==> src/rtl/shift_reg_univ.sv <==
// Universal WIDTH-bit register: hold/load/shift/rotate with a burst controller that repeats a latched shift op N times.
// Single-step ops take effect on the next edge; bursts assert busy while running, then pulse done for one cycle.
module shift_reg_univ #(
  parameter int WIDTH = 8,
  parameter int CNT_W = $clog2(WIDTH) + 1
) (
  input  logic             clk,
  input  logic             rst,
  input  logic             en,
  input  logic [2:0]       mode,
  input  logic [WIDTH-1:0] d,
  input  logic             ser_in,
  input  logic             start,
  input  logic [CNT_W-1:0] amt,
  output logic [WIDTH-1:0] q,
  output logic [WIDTH-1:0] qb,
  output logic             sout_msb,
  output logic             sout_lsb,
  output logic             busy,
  output logic             done
);

  localparam logic [2:0] M_HOLD = 3'b000;
  localparam logic [2:0] M_LOAD = 3'b001;
  localparam logic [2:0] M_SHL  = 3'b010;
  localparam logic [2:0] M_SHR  = 3'b011;
  localparam logic [2:0] M_ROL  = 3'b100;
  localparam logic [2:0] M_ROR  = 3'b101;
  localparam logic [2:0] M_ASR  = 3'b110;

  localparam logic [CNT_W-1:0] CNT_ZERO = '0;
  localparam logic [CNT_W-1:0] CNT_ONE  = CNT_W'(1);

  typedef enum logic {IDLE, BUSY} state_t;

  state_t     state;
  logic [2:0] lat_mode;
  logic [CNT_W-1:0] cnt;

  function automatic logic [WIDTH-1:0] apply_op(input logic [2:0] m,
                                                input logic [WIDTH-1:0] cur,
                                                input logic [WIDTH-1:0] dat,
                                                input logic s);
    logic [WIDTH-1:0] r;
    r = cur;
    case (m)
      M_LOAD:  r = dat;
      M_SHL:   r = {cur[WIDTH-2:0], s};
      M_SHR:   r = {s, cur[WIDTH-1:1]};
      M_ROL:   r = {cur[WIDTH-2:0], cur[WIDTH-1]};
      M_ROR:   r = {cur[0], cur[WIDTH-1:1]};
      M_ASR:   r = {cur[WIDTH-1], cur[WIDTH-1:1]};
      default: r = cur;
    endcase
    return r;
  endfunction

  // Only the shift/rotate family is worth repeating; HOLD/LOAD/reserved complete in one edge.
  function automatic logic is_shift(input logic [2:0] m);
    return (m >= M_SHL) && (m <= M_ASR);
  endfunction

  always_ff @(posedge clk) begin
    if (rst) begin
      state    <= IDLE;
      q        <= '0;
      cnt      <= '0;
      lat_mode <= M_HOLD;
      done     <= 1'b0;
    end else begin
      done <= 1'b0;
      case (state)
        IDLE: begin
          if (start) begin
            lat_mode <= mode;
            if ((amt != CNT_ZERO) && is_shift(mode)) begin
              state <= BUSY;
              cnt   <= amt;
            end else begin
              q    <= apply_op(mode, q, d, ser_in);
              done <= 1'b1;
            end
          end else if (en) begin
            q <= apply_op(mode, q, d, ser_in);
          end
        end
        BUSY: begin
          q   <= apply_op(lat_mode, q, d, ser_in);
          cnt <= cnt - CNT_ONE;
          if (cnt == CNT_ONE) begin
            state <= IDLE;
            done  <= 1'b1;
          end
        end
        default: state <= IDLE;
      endcase
    end
  end

  assign busy     = (state == BUSY);
  assign qb       = ~q;
  assign sout_msb = q[WIDTH-1];
  assign sout_lsb = q[0];

endmodule

==> config.mk <==
export PLATFORM = sky130hd
export DESIGN_NAME = shift_reg_univ
export DESIGN_NICKNAME = d
export VERILOG_FILES = /design/src/rtl/shift_reg_univ.sv
export SDC_FILE = /design/constraint.sdc
export NUM_CORES = 1
export LEC_CHECK = 0
export BUFFER_PORTS_ARGS = -buffer_cell sky130_fd_sc_hd__clkbuf_2
export CAP_MARGIN = 10
export CORE_AREA = 2 2 68 70
export CTS_CLUSTER_DIAMETER = 150
export DETAILED_ROUTE_END_ITERATION = 6
export DIE_AREA = 0 0 70 72
export HOLD_SLACK_MARGIN = 0.02
export SYNTH_ARGS = -nofsm -noshare
export SYNTH_HDL_FRONTEND = slang
export SYNTH_SLANG_ARGS = --single-unit
==> constraint.sdc <==
create_clock -name clk -period 1.47 [get_ports clk]
set_input_delay 0.147 -clock clk [delete_from_list [all_inputs] [get_ports clk]]
set_output_delay 0.147 -clock clk [all_outputs]
set_load 0.03 [all_outputs]
==> results of run 1 <==
==> critical path, cell delays in order (launching register included) <==
cell and delay [ns]:
dfxtp_4 0.38, buf_4 0.15, o31ai_4 0.25, nor2b_1 0.08
a211o_2 0.35, o32ai_1 0.15
==> power by group through the flow <==
stage	combinational, mW	clock, mW	sequential, mW
2_1_floorplan	0.418	0	0.610
3_3_place_gp	0.710	0	0.571
3_5_place_dp	0.709	0	0.572
4_1_cts	0.719	0.361	0.564
5_1_grt	0.802	0.374	0.574
6_report	0.742	0.356	0.565
==> synthesized netlist by cell type, types with 4 or more instances <==
library cell,number,share of area [%]
nand2_1,10,2.6
inv_1,14,3.6
nor3_1,4,1.4
a221oi_1,7,4.2
nor2_1,15,3.9
dfxtp_1,17,24
nand2b_1,5,2.2
a222oi_1,6,4.2
buf_4,4,2.1
a21oi_1,18,6.2
o32ai_1,7,4.2
nand3b_1,6,3.1
==> final cells by class <==
| class | instances | share of cell area, % |
|---|---|---|
| repair buffers | 73 | 23.5 |
| flip-flops and latches | 17 | 17.9 |
| clock buffers | 4 | 2.29 |
| inverters | 14 | 2.86 |
| well taps | 52 | 3.31 |
| multi-input cells | 134 | 50.1 |
==> worst max-delay path by stage <==
stage,to,slack [ns],cells past startpoint
5_1_grt,q[3],-0.09,5
4_1_cts,q[7],0.001,5
3_5_place_dp,q[5],-0.17,5
6_report,q[6],-0.005,5
2_1_floorplan,q[7],-0.03,4
3_3_place_gp,q[0],-0.18,5
==> cell families (layout without fill, tap and decap cells) <==
kind of cell / count (synthesis) / after routing / synth area share (%)
AO/OA/AOI/OAI: 67 / 67 / 36.9
XOR/XNOR: 2 / 2 / 1.21
adder cells (fa/ha/maj): 3 / 3 / 2.51
buffers and inverters: 28 / 91 / 11.4
flip-flops: 17 / 17 / 23.6
multiplexers: 2 / 2 / 1.39
AND/OR/NAND/NOR: 60 / 60 / 22.9
==> registers in the layout (all words and copies together) (netlist names) <==
name and count:
cnt 4, lat_mode 3, busy 1, done 1
q 8
==> layer usage <==
layer  up-vias  track usage, %  share of wire, %
li1        817               -                 -
met1       748            26.6                47
met2        63            27.8                45
met3         6            2.64               6.2
met4         0            6.62               1.6
met5         -               0                 0
==> timing repair <==
action                                  4_1_cts  5_1_grt
hold buffers                                  0        0
endpoints found under the setup margin        8        8
gates cloned                                  0        0
resized for setup                             4       11
buffers inserted                              1        0
pin swaps                                     2        0
==> flow_summary_export.csv, run 1 <==
group,metric,value,unit
cells_and_area,final_cell_mix,"39 x clkbuf_2, 33 x buf_4, 17 x a21oi_1",
global_route,grt_pass1_wl,7.53,mm
global_route,grt_max_degree,15,
cells_and_area,multi_input_area,985,µm²
floorplanning,rows,24,
synthesis,async_flop_share,0,%
sta,rsz0062_at_grt,"true",
cts,clk_path_buf_depth,2,
flow_run,maxCapViolations,0,
critical_path,cp-end-kind,"flop",
critical_path,reg2reg_to,"q[6]",
floorplanning,die_area,5040,µm²
global_route,globalRoute.totalOverflow,0,
sta,hold_violations,0,
pwr,power.switching,0.654,mW
sta,period_share,100,%
pwr,clock_power_share,21.4,%
synthesis,ys_ff_latch,17,
sta,drv_slew,0,
critical_path,cp.required,1.61,ns
sta,fmax,0.678,GHz
drt,wl_per_cell,15.7,µm
sta,setup_tns,-0.00483,ns
synthesis,syn-instance-count,179,
critical_path,startpoint,"lat_mode[1]",
cells_and_area,finalNonFillerCells,294,
drt,antenna_left,0,
drt,viasPerCell,5.56,
outcome,violations,"negative setup slack",
global_route,antenna_found_initial,0,
pwr,sw_frac_of_total,39.3,%
critical_path,crit_fanout,9,
pwr,finalPower,1.66,mW
sta,worst_pin_slew,0.480,ns
sta,finalSetupViolCount,1,
critical_path,reg2reg_from,"lat_mode[1]",
cells_and_area,design_area,1970,µm²
drt,drt_wl_total,4.63,mm
synthesis,netlist_area,1440,µm²
cells_and_area,layout-drive-gt1-share,42.6,%
drt,drt_iter0_drc,129,
place,dp.cells,289,
floorplanning,dieHeight,72,µm
cells_and_area,utilization,46.1,%
critical_path,critPathArrivalTime,1.62,ns
synthesis,yosysWarnings,0,
global_route,grt_pass1_vias,1567,
drt,drc_errors,0,
sta,skew,0.00118,ns
place,globalplace.congestion,0.890,
cells_and_area,ff_latch_area,353,µm²
pwr,power_frac_seq,34.0,%
cells_and_area,mostFrequentLayoutCell,"clkbuf_2",
sta,worst_slack,-0.00483,ns
cts,clk_pin_slew,0.07,ns
pwr,powerDensity,845,nW/µm²
synthesis,synth_fp_nets,201,
floorplanning,start_util,33.8,%
sta,relSlewSlack,67.9,%
floorplanning,die_w,70,µm
drt,num_vias,1634,
place,dpl.hpwl,3.51,mm
critical_path,rr_worst_depth,5,
worst_hold_path,worstHoldPathCells,2,
critical_path,critPathLaunchType,"flop",
cts,cts_buffers,3,
worst_hold_path,min_path_type,"in -> reg",
cells_and_area,area_delta_synth_final,36.3,%
synthesis,synth_cell_type_count,49,
pwr,p_int,1.01,mW
pwr,p_leak,0.797,nW
global_route,grt_usage,18.3,%
place,placed_cell_area,1860,µm²
place,io_buffers,39,
cells_and_area,diodes,0,
pwr,ir_worst_vdd,337,µV
cells_and_area,fillers,447,
worst_hold_path,hold_end,"lat_mode[0]",
floorplanning,io_pins,40,
drt,dr.pass1.iters,4,
cts,cts_root_buffer,"clkbuf_8",
outcome,status,"finished, violations left",
cts,clk_latency,0.25,ns
worst_hold_path,min_from,"rst",
synthesis,synthFlopType,"dfxtp_1",
floorplanning,core,4260,µm²
sta,timing.final.crit_period,1.47,ns
synthesis,synth_area_per_cell,8.06,µm²
critical_path,critPathKind,"reg -> reg",
cts,cts_tree,"done",
cts,h-tree-depth,1,
sta,whs,0.163,ns
place,place_ws,-0.170,ns
synthesis,synth_edf_count,0,
synthesis,seq_area_frac_synth,23.6,%
pwr,p_comb_share,44.6,%
critical_path,r2r_setup_slack,-0.005,ns
cells_and_area,nets,265,
cts,cts_sinks,17,
Power figures use the tool's default switching activity.
==> run 2, diff against run 1 <==
--- a/config.mk
+++ b/config.mk
@@ -7,11 +7,14 @@
 export LEC_CHECK = 0
 export BUFFER_PORTS_ARGS = -buffer_cell sky130_fd_sc_hd__clkbuf_2
 export CAP_MARGIN = 10
-export CORE_AREA = 2 2 68 70
+export CELL_PAD_IN_SITES_DETAIL_PLACEMENT = 0
+export CELL_PAD_IN_SITES_GLOBAL_PLACEMENT = 1
+export CORE_AREA = 2 2 69 71
 export CTS_CLUSTER_DIAMETER = 150
 export DETAILED_ROUTE_END_ITERATION = 6
-export DIE_AREA = 0 0 70 72
+export DIE_AREA = 0 0 71 73
 export HOLD_SLACK_MARGIN = 0.02
+export PLACE_DENSITY_LB_ADDON = 0.1
 export SYNTH_ARGS = -nofsm -noshare
 export SYNTH_HDL_FRONTEND = slang
 export SYNTH_SLANG_ARGS = --single-unit
==> flow_summary_export.csv, run 2 (synthesis results as in run 1) <==
group,metric,value,unit
global_route,antenna_found_initial,0,
cells_and_area,largest_register,"q",
floorplanning,start_util,31.8,%
cells_and_area,reg.largest.list,"q (8), cnt (4), lat_mode (3)",
place,globalplace.congestion,0.857,
worst_hold_path,min_path_type,"in -> reg",
floorplanning,io_pins,40,
worst_hold_path,hold_end,"lat_mode[1]",
sta,skew,0.00368,ns
critical_path,critPathArrivalTime,1.69,ns
sta,timing.final.crit_period,1.55,ns
cts,h-tree-depth,1,
cells_and_area,layout-drive-gt1-share,45.3,%
drt,num_vias,1706,
drt,wl_per_cell,16.1,µm
critical_path,reg2reg_to,"q[2]",
cells_and_area,area_delta_synth_final,44.5,%
drt,viasPerCell,5.54,
cells_and_area,multi_input_area,988,µm²
sta,relSlewSlack,57.7,%
worst_hold_path,min_from,"rst",
drt,dr.pass1.iters,5,
outcome,status,"finished, violations left",
critical_path,cp.required,1.61,ns
cts,cts_tree,"done",
sta,fmax,0.645,GHz
flow_run,maxCapViolations,0,
cells_and_area,mostFrequentLayoutCell,"buf_4",
sta,rsz0062_at_grt,"true",
critical_path,critPathKind,"reg -> reg",
sta,finalSetupViolCount,8,
cts,clk_path_buf_depth,2,
critical_path,reg2reg_from,"lat_mode[2]",
sta,worst_pin_slew,0.618,ns
cts,clk_latency,0.25,ns
global_route,globalRoute.totalOverflow,0,
worst_hold_path,worstHoldPathCells,2,
floorplanning,die_area,5180,µm²
place,io_buffers,39,
critical_path,rr_worst_depth,7,
cells_and_area,ff_latch_area,354,µm²
cells_and_area,nets,277,
cts,clk_pin_slew,0.07,ns
critical_path,r2r_setup_slack,-0.08,ns
floorplanning,die_w,71,µm
place,dpl.hpwl,3.90,mm
cells_and_area,final_cell_mix,"40 x buf_4, 39 x clkbuf_2, 17 x a21oi_1",
drt,drt_wl_total,4.97,mm
outcome,violations,"negative setup slack",
drt,drt_iter0_drc,146,
drt,drc_errors,0,
global_route,grt_usage,19.5,%
sta,hold_violations,0,
cts,cts_sinks,17,
cts,cts_hold_buf,0,
pwr,p_leak,0.864,nW
sta,period_share,105,%
floorplanning,core,4540,µm²
pwr,finalPower,1.71,mW
cells_and_area,largest_register_ffs,8,
global_route,grt_pass1_vias,1634,
global_route,grt_max_degree,16,
floorplanning,dieHeight,73,µm
critical_path,crit_fanout,6,
sta,worst_slack,-0.0792,ns
pwr,powerDensity,822,nW/µm²
cts,cts_buffers,3,
critical_path,critPathLaunchType,"flop",
floorplanning,rows,25,
drt,antenna_left,0,
global_route,grt_pass1_wl,8.07,mm
cells_and_area,fillers,444,
critical_path,cp-end-kind,"flop",
sta,drv_slew,0,
pwr,ir_worst_vdd,437,µV
cts,cts_root_buffer,"clkbuf_8",
place,place_ws,-0.253,ns
cells_and_area,diodes,0,
-- run 2: metrics by stage --
step / std cells / hold slack, ns / utilization (%) / setup TNS [ns] / instance area, µm²
4_1_cts: 307 / 0.191 / 44.8 / -0.0812 / 2030
6_report: 308 / 0.222 / 46.0 / -0.405 / 2080
3_3_place_gp: 299 / 0.472 / 42.4 / -1.38 / 1920
5_1_grt: 308 / 0.215 / 46.0 / -0.812 / 2080
2_1_floorplan: 179 / 0.307 / - / -0.0326 / 1450
3_5_place_dp: 299 / 0.458 / 42.4 / -1.70 / 1920
-- run 2: where the power goes --
| group | internal (mW) | switching (mW) |
|---|---|---|
| logic | 0.343 | 0.438 |
| clock network | 0.188 | 0.176 |
| registers | 0.507 | 0.0612 |
-- run 2: per-layer routing --
layer | up-vias | GRT usage (%) | wire [µm] | share of wire [%]
met2 | 53 | 34.4 | 2480 | 50
met4 | 0 | 1.89 | 15 | 0.30
met1 | 807 | 26.0 | 2210 | 44
li1 | 844 | - | - | -
met5 | - | 0 | 0 | 0
met3 | 2 | 3.18 | 263 | 5.3
-- run 2: area by class of cell --
cell class                      count  area share (%)
Clock buffer                        3            1.98
Tap cell                           54            3.24
Multi-Input combinational cell    134            47.4
Inverter                           14            2.70
Clock inverter                      1           0.240
Timing Repair Buffer               85            27.4
Sequential cell                    17            17.0
-- run 2: worst max-delay path by stage --
stage | slack (ns) | cells after the start | to | start
after floorplan | -0.03 | 4 | q[7] | q[6]
after global placement | -0.20 | 4 | q[1] | lat_mode[1]
after detailed placement | -0.25 | 4 | q[2] | lat_mode[1]
after CTS | -0.05 | 7 | q[4] | lat_mode[2]
after global routing | -0.14 | 7 | q[4] | lat_mode[2]
final | -0.08 | 7 | q[2] | lat_mode[2]
-- run 2: critical path: stages, from the launching register on --
cell and delay [ns]:
dfxtp_4 0.37, buf_6 0.13, buf_6 0.10, nand3b_1 0.09, o211ai_1 0.11, buf_4 0.18, a222oi_1 0.32, o32ai_1 0.14
-- run 2: timing repair --
action	CTS	global route
resized for setup	12	9
endpoints found under the setup margin	8	8
buffers inserted	4	1
endpoints found under the hold margin	0	0
pin swaps	4	7
